<file path="src/rtl/spike_trace_lv_bank.sv">
// Per-lane state bank for online training: level-value capture and linear-decay synaptic traces.
// Latency: one clock from a spike/event rising edge to the updated o_lv / o_trace lane.
// Backpressure: none; every input is sampled on every rising edge and outputs are always valid.
//
// Ports:
//   i_clk          clock, all state updates on the rising edge
//   i_rst_n        synchronous active-low reset, overrides every other update
//   i_lvl_spikeout p_n neuron output spikes (level), bit i-1 = neuron i
//   i_sv           p_n neuron state values, lane i at [i*p_thr_width-1 -: p_thr_width]
//   i_syncout      p_s input events (level), bit i-1 = synapse i
//   o_lv           latched level values, same lane packing as i_sv
//   o_trace        trace values, lane i at [i*p_width-1 -: p_width]
module spike_trace_lv_bank #(
  parameter int unsigned p_width  = 8,
  parameter int unsigned p_resbit = 8,
  parameter int unsigned p_n      = 8,
  parameter int unsigned p_s      = 42,
  parameter int unsigned p_decay  = 1,
  localparam int unsigned p_thr_width = p_width + p_resbit + 6
) (
  input  logic                       i_clk,
  input  logic                       i_rst_n,
  input  logic [p_n-1:0]             i_lvl_spikeout,
  input  logic [p_n*p_thr_width-1:0] i_sv,
  input  logic [p_s-1:0]             i_syncout,
  output logic [p_n*p_thr_width-1:0] o_lv,
  output logic [p_s*p_width-1:0]     o_trace
);

  localparam logic [p_width-1:0] c_full = '1;
  // A decay larger than the trace range never satisfies the >= test, so the
  // truncated constant is only ever used when it is exact.
  localparam logic [p_width-1:0] c_dec  = p_width'(p_decay);

  logic [p_n-1:0]             spk_hist_q, spk_hist_d;
  logic [p_s-1:0]             evt_hist_q, evt_hist_d;
  logic [p_n*p_thr_width-1:0] lv_q, lv_d;
  logic [p_s*p_width-1:0]     trace_q, trace_d;

  logic [p_n-1:0] spk_rise;
  logic [p_s-1:0] evt_rise;

  // History is cleared on reset, so an input already high after release is a rise.
  assign spk_rise = i_lvl_spikeout & ~spk_hist_q;
  assign evt_rise = i_syncout & ~evt_hist_q;

  always_comb begin
    spk_hist_d = i_lvl_spikeout;
    evt_hist_d = i_syncout;
    lv_d       = lv_q;
    trace_d    = '0;

    for (int i = 0; i < int'(p_n); i++) begin
      if (spk_rise[i]) begin
        lv_d[i*p_thr_width +: p_thr_width] = i_sv[i*p_thr_width +: p_thr_width];
      end
    end

    // A rise always reloads full scale, even over a partially decayed value;
    // otherwise decay linearly and saturate at zero.
    for (int i = 0; i < int'(p_s); i++) begin
      if (evt_rise[i]) begin
        trace_d[i*p_width +: p_width] = c_full;
      end else if (32'(trace_q[i*p_width +: p_width]) >= p_decay) begin
        trace_d[i*p_width +: p_width] = trace_q[i*p_width +: p_width] - c_dec;
      end else begin
        trace_d[i*p_width +: p_width] = '0;
      end
    end
  end

  always_ff @(posedge i_clk) begin
    if (!i_rst_n) begin
      spk_hist_q <= '0;
      evt_hist_q <= '0;
      lv_q       <= '0;
      trace_q    <= '0;
    end else begin
      spk_hist_q <= spk_hist_d;
      evt_hist_q <= evt_hist_d;
      lv_q       <= lv_d;
      trace_q    <= trace_d;
    end
  end

  assign o_lv    = lv_q;
  assign o_trace = trace_q;

endmodule

</file>
<file path="config.mk">
export PLATFORM = sky130hd
export DESIGN_NAME = spike_trace_lv_bank
export DESIGN_NICKNAME = d
export VERILOG_FILES = /design/src/rtl/spike_trace_lv_bank.sv
export SDC_FILE = /design/constraint.sdc
export NUM_CORES = 1
export LEC_CHECK = 0
export CORE_AREA = 5 5 283 285
export DETAILED_ROUTE_END_ITERATION = 8
export DIE_AREA = 0 0 288 290
export HOLD_SLACK_MARGIN = 0.03
export SLEW_MARGIN = 5
export SYNTH_ARGS = -nofsm -noshare
export SYNTH_HDL_FRONTEND = slang
export SYNTH_SLANG_ARGS = --single-unit
</file>
<file path="constraint.sdc">
create_clock -name i_clk -period 2.1 [get_ports i_clk]
set_input_delay 0.42 -clock i_clk [delete_from_list [all_inputs] [get_ports i_clk]]
set_output_delay 0.42 -clock i_clk [all_outputs]
set_load 0.05 [all_outputs]
</file>
# Word level (Yosys, flattened, before mapping)

Cells that the tools add are included.

Output and inout port bits: 512
Input port bits: 228
Flip-flop bits (word level): 562
Word-level logic and storage cells: 183

$lt $le $gt $ge: 42
Bitwise operators: 4
Add/subtract/negate cells: 42
Mux-type cells: 84

Operator list:

| operator                                                           | number |
|---|---|
| two-way mux 8 bit                                                  | 84 |
| greater-or-equal comparator 8 x 1 -> 1 bit (second input constant) | 42 |
| subtractor 8 x 1 -> 8 bit (second input constant)                  | 42 |
| AND 42 bit                                                         | 1 |
| inverter 42 bit                                                    | 1 |
| AND 8 bit                                                          | 1 |
| inverter 8 bit                                                     | 1 |

# Depth between registers and ports, before layout

Gate-level depths: netlist of the first run.

Depth after elaboration: 3
Depth in mapped cells: 7
Depth with buffers taken out: 6

# Worst setup path after synthesis of the first run

OpenSTA, ideal clock, no wires.

Path type: register to register
Start point: reg trace_q[257] (netlist: o_trace[257])
End point: reg trace_q[258] (netlist: o_trace[258])
Period minus slack after synthesis: 2.319 ns
Stages on the path, launching flop included: 8
Data arrival time: 2.204 ns
Data required time: 1.985 ns
Slack: -0.219 ns
Path buffers: 1
Library setup time: 0.115 ns
Path through: dfxtp_1 -> inv_1 -> ha_1 -> or3b_2 -> clkbuf_1 -> nor4_1 -> nor2_1 -> o21a_1

Word-level cells in the longest chain between the ends: 3
Elaborated cells between the ends (all ways): 4
Classes of those cells: add/sub (1); order compare (1); mux (2)

Ends and longest elaborated chain:

| item                                                                                    | RTL line | text |
|---|---|---|
| start: declaration                                                                      | 38       | `logic [p_s*p_width-1:0] trace_q, trace_d;` |
| start signal: assignment                                                                | 82       | `trace_q <= trace_d;` |
| subtractor 8 x 1 -> 8 bit or greater-or-equal comparator 8 x 1 -> 1 bit (tied branches) | 65, 64   |  |
| two-way mux 8 bit *                                                                     | 64       | `end else if (32'(trace_q[i*p_width +: p_width]) >= p_decay) begin` |
| two-way mux 8 bit *                                                                     | 62       | `if (evt_rise[i]) begin` |

Mark *: on every way between the ends. The rest lies on a longest branch, timed or not.
A chain may end at the register's enable or synchronous reset.

# Worst setup path after layout of the first run

Start point: reg trace_q[315] (netlist: o_trace[315])
End point: out o_trace[315]

RTL lines:

| item             | RTL line | text |
|---|---|---|
| end: declaration | 27       | `output logic [p_s*p_width-1:0] o_trace` |

No word-level cell between the ends.

==> flow_summary.ini, run 1 <==
[critical_path]
end_kind = primary output
crit_family = buffers and inverters
r2r_setup_slack_ns = 0.15
crit_path_cell_trace = dlygate4sd2_1
crit_arrival_ns = 1.60
cp-start-kind = flip-flop
path_max_fanout = 6
cp_num_buf_inv = 1
crit_type = flip-flop to primary output
cpMaxStageDelayCell = dlygate4sd2_1
cpPeakStageDelay_ns = 0.59
cp.required_ns = 1.68

[yosys]
netlist_area_um2 = 24500
synth_fp_nets = 3157
syn_inst = 2845
synth_cell_types = 58
ys.flop_type = dfxtp_1
synth-edff-count = 0
syn_area_per_cell_um2 = 8.62
ys_seq_area_share_pct = 45.9
yosysWarnings = 0
ys_async_sr_fraction_pct = 0
synth_seq_cells = 562

[sta]
drv_slew = 0
layout_min_cycle_time_ns = 2.02
fmax_mhz = 495
whs_ns = 0.147
setup_tns_ns = 0
finalSetupViolCount = 0
hold_viol_final = 0
rsz0062_at_grt = false
maxSlewHeadroom_pct = 60.1
clock_skew_ns = 0.0249
tightest_slew_ns = 0.598
min_period_over_period_pct = 96.2

[route]
drtPass1Iterations = 5
vias = 22276
drt_iter0_markers = 918
wirelength_um = 81500
avgRoutedWirePerCell_um = 17.3
drc = 0
avgViaCountPerCell = 4.74
ant_nets = 0

[power]
power.share.sequential_pct = 37.1
p_sw_mw = 12.5
ir_worst_vdd_mv = 0.767
clockPowerShare_pct = 33.8
p_int_mw = 22.5
total_power_mw = 35.0
powerDensity_nw_per_um2 = 1000
power.leakage_nw = 15.0
p_sw_share_pct = 35.6
p_comb_share_pct = 29.1

[clock_tree]
clk-insertion-delay-late_ns = 0.60
cts_tree = done
numCtsBuffers = 68
cts.sinks = 562
cts.htree.levels = 3
clk_pin_slew_worst_paths_ns = 0.06
root_buffer = clkbuf_16
holdBufCountCts = 0
cts_buffer_depth = 3

[global_route]
grt_start_max_net_pins = 90
overflow = 0
grt_usage_pct = 18.4
antenna_found_initial = 8
grt_pass1_wl_um = 125000
grt_pass1_vias = 21335

[cells_and_area]
nets = 3923
layout_common_cells = dfxtp_1 (556), nand2_1 (426), dlygate4sd2_1 (307)
layout_commonest_cell = dfxtp_1
final_util_pct = 45.4
drive_gt1_share_pct = 13.4
fin_cells = 4703
syn_to_final_growth_pct = 42.8

[flow_run]
cap_violations = 0

[run_status]
status = finished clean

[place]
gp_congestion = 0.854
io_buffers = 739
dp_cells = 4579
dp_hpwl_um = 60500

[die]
dieArea_um2 = 83500
fp.dieW_um = 288
num_rows = 102
ios = 740
start_util_pct = 31.8
die_h_um = 290
coreArea_um2 = 77100

[min_path]
min_path_type = primary input to flip-flop
[cells by family after synthesis]
kind of cell               after synthesis  synth area share (%)
and+or+nand+nor                       1123                  22.9
adders and majority gates               84                  4.29
xor gates and xnor gates               120                  4.29
DFF                                    562                  45.9
buffers and inverters                  246                  3.84
AOI/OAI and AO/OA                      707                  18.6
muxes                                    3                 0.133
[synthesized netlist by cell type, drive strengths merged, types with 4 or more instances]
cell,instances,area [um^2]
o31a,24,210
nand2,426,1600
clkbuf,114,428
and2,64,400
nand3,10,50.1
or3,42,263
a21oi,276,1380
xor2,41,359
or4,39,300
nand2b,51,319
nor2b,50,313
a31oi,6,37.5
a211oi,4,30.0
and4b,9,90.1
nor3,64,320
xnor2,79,692
or3b,23,201
o21a,236,1770
o31ai,70,526
or2,4,25.0
a21boi,4,30.0
nor4,52,432
nor3b,18,135
buf,39,165
a221oi,4,35.0
nor4b,8,131
ha,84,1050
nor2,251,942
or4b,4,40.0
o21ai,46,230
o41ai,15,131
inv,93,349
dfxtp,562,11300
a21o,4,30.0
[stage by stage]
step                setup WS [ns]  area, um^2
finish                     0.0788       35000
global route              0.00187       35000
CTS                       0.00608       35000
detailed placement         0.0598       33100
global placement           0.0809       33100
floorplan                  0.0343       24600
[metal layers]
metal	up-vias	wire length (um)	global-route usage, %
met4	2	3310	7.72
li1	11289	-	-
met1	10297	31800	20.6
met5	-	12	0
met3	132	7590	7.20
met2	556	38700	31.3
[final cells by class]
class / instances / area (um^2)
fill: 7764 / 42100
multi-input combinational: 2037 / 12400
sequential: 562 / 11300
timing repair buffer: 849 / 7410
clock buffer: 94 / 1980
tap: 1040 / 1300
inverter: 93 / 357
clock inverter: 22 / 274
antenna: 6 / 15.0
[timing repair]
item | in CTS | in global routing
endpoints found under the setup margin | 310 | 13
buffers inserted | 0 | 2
pin swaps | 0 | 3
resized for setup | 311 | 5
[power by group through the flow]
stage,Clock (mW),Combinational [mW],Sequential (mW)
finish,11.9,10.2,13.0
global route,12.7,11.0,13.2
CTS,12.3,10.3,13.0
detailed placement,0,10.6,13.2
global placement,0,10.6,13.2
floorplan,0,3.56,16.5
[path summary, 6_finish.rpt]
check / cells past startpoint / end / from
worst min-delay path: 2 / o_trace[303]$_SDFF_PN0_ / i_rst_n
worst min register to register: 2 / o_lv[89]$_SDFFE_PN0P_ / o_lv[89]$_SDFFE_PN0P_
worst max register to register: 6 / o_trace[26]$_SDFF_PN0_ / o_trace[24]$_SDFF_PN0_
worst max-delay path: 1 / o_trace[315] / o_trace[315]$_SDFF_PN0_
[flip-flops by register name, indices dropped and copies added (netlist names)]
name and count:
o_trace 336, o_lv 176, evt_hist_q 42, spk_hist_q 8
No activity file was read; power rests on OpenSTA's default activity.
==> run 2, diff against run 1 <==
- clock period: 2.1 -> 1.8 ns (I/O delays scaled with it)
==> run 2 against run 1 <==
Against the previous run:
- the flow now finishes with violations (negative setup slack)
- worst hold slack got worse by 0.068 ns
- core utilization increased by 1.7 points
- routed wire length up 3.0%
- sequential share of layout area decreased by 0.75 points
- sequential power up 16%
- register-to-register slack got worse by 0.21 ns
- critical path type is now flip-flop to flip-flop
- critical endpoint is now o_trace[79]$_SDFF_PN0_
- largest power group unchanged
==> flow_summary.ini, run 2 (synthesis gave the netlist of run 1 again) <==
[run_status]
status = finished with violations
violations = negative setup slack

[route]
drt_iter0_markers = 965
avgRoutedWirePerCell_um = 17.4
drc = 0
drtPass1Iterations = 5
wirelength_um = 83900
avgViaCountPerCell = 4.73
ant_nets = 0
vias = 22797

[clock_tree]
numCtsBuffers = 67
cts.htree.levels = 3
root_buffer = clkbuf_16
clk_pin_slew_worst_paths_ns = 0.06
cts.sinks = 562
cts_tree = done
clk-insertion-delay-late_ns = 0.60
cts_buffer_depth = 3

[sta]
layout_setup_ws_ns = -0.0608
setup_tns_ns = -0.137
whs_ns = 0.0789
min_period_over_period_pct = 103
fmax_mhz = 537
rsz0062_at_grt = true
drv_slew = 0
clock_skew_ns = 0.0211
tightest_slew_ns = 0.579
hold_viol_final = 0
finalSetupViolCount = 6
maxSlewHeadroom_pct = 61.4
layout_min_cycle_time_ns = 1.86

[cells_and_area]
nets = 4037
drive_gt1_share_pct = 27.9
layout_commonest_cell = buf_4
n_fill_cell = 7680
largest_reg_flops = 336
layout_common_cells = buf_4 (701), dfxtp_1 (478), nand2_1 (426)
syn_to_final_growth_pct = 48.1
final_cell_area_um2 = 36300

[power]
ir_worst_vdd_mv = 0.822
p_comb_share_pct = 31.9
power.share.sequential_pct = 36.3
p_sw_share_pct = 36.0
power.leakage_nw = 15.2
p_sw_mw = 15.0
powerDensity_nw_per_um2 = 1150
p_int_mw = 26.7
clockPowerShare_pct = 31.8

[place]
io_buffers = 739
dp_hpwl_um = 63200
gp_congestion = 0.840
post_dp_cell_area_um2 = 33900

[die]
start_util_pct = 31.8
die_h_um = 290
fp.dieW_um = 288
num_rows = 102
coreArea_um2 = 77100
ios = 740
dieArea_um2 = 83500

[global_route]
antenna_found_initial = 8
grt_usage_pct = 19.0
overflow = 0
grt_pass1_wl_um = 128000
grt_pass1_vias = 21773
grt_start_max_net_pins = 122

[critical_path]
timing.rr.start = o_trace[73]$_SDFF_PN0_
cp.required_ns = 2.32
critPathMostFrequentCell = or4_4
cp-startpoint = o_trace[73]$_SDFF_PN0_
cpMaxStageDelayCell = or4_4
crit_type = flip-flop to flip-flop
path_max_fanout = 4
crit_path_cell_trace = or4_4 > or4_4 > or4_1 > nand3_1
crit_arrival_ns = 2.38
cp-start-kind = flip-flop
end_kind = flip-flop
cp_num_buf_inv = 0
cpPeakStageDelay_ns = 0.53
crit_family = simple AND/OR/NAND/NOR gates

[min_path]
min_path_type = primary input to flip-flop
holdCritStartpoint = i_rst_n

[flow_run]
cap_violations = 0
-- run 2: changes by cell type in the layout (fill, tap and decap cells not counted), sizes merged --
cell           previous run  this run
buf                     313       738
bufinv                    5         1
clkbuf                   94        96
clkdlybuf4s15             3         0
clkinv                   12        15
clkinvlp                  2         1
dlygate4sd2             307         0
inv                      96        97
-- run 2: power groups by stage --
stage                     combinational [mW]  clock, mW  sequential [mW]
after detailed placement                13.3          0             15.3
after global routing                    14.3       14.3             15.3
after global placement                  13.2          0             15.3
after CTS                               13.3       13.7             15.1
final                                   13.3       13.2             15.1
after floorplan                         4.38          0             19.4
-- run 2: worst register-to-register path: stages (launching register included) --
cell and delay (ns):
dfxtp_4 0.35, or4_4 0.53, or4_4 0.42, or4_1 0.41, nand3_1 0.08
-- run 2: metal layers --
layer  up-vias  share of wire (%)  track usage (%)
li1      11550                  -                -
met1     10547                 39             21.5
met2       576                 48             32.2
met3       120                9.5             7.43
met4         4                3.2             7.29
met5         -              0.031                0
-- run 2: final timing paths --
| path | slack, ns | depth (start not counted) | to |
|---|---|---|---|
| setup / recovery | -0.06 | 4 | o_trace[79]$_SDFF_PN0_ |
| hold / removal | 0.08 | 2 | o_trace[300]$_SDFF_PN0_ |
| setup reg to reg | -0.06 | 4 | o_trace[79]$_SDFF_PN0_ |
| hold reg to reg | 0.45 | 2 | o_lv[36]$_SDFFE_PN0P_ |
-- run 2: repair_timing --
action                     4_1_cts  5_1_grt
setup endpoints to repair       18       65
resized for setup                4       29
hold buffers                     0        0
pin swaps                        6       17
setup buffers                    7        6
-- run 2: final cells by class --
class	count	area, um^2	share of cell area (%)
diodes	6	15.0	0.0413
clock buffers	96	1970	5.42
clock inverters	21	184	0.506
inverters	93	364	1.00
multi-input cells	2037	12800	35.3
flip-flops and latches	562	11400	31.4
well taps	1040	1300	3.58
repair buffers	964	8240	22.7
-- run 2: per-stage QoR --
step                util [%]  instances  power, mW  setup slack (ns)
detailed placement      44.0       4683       28.6            -0.103
floorplan                  -       2845       23.8            -0.149
CTS                     46.9       4807       42.2            -0.103
global route            47.1       4819       43.8            -0.105
finish                  47.1       4819       41.7           -0.0608
global placement        44.0       4683       28.6            -0.106
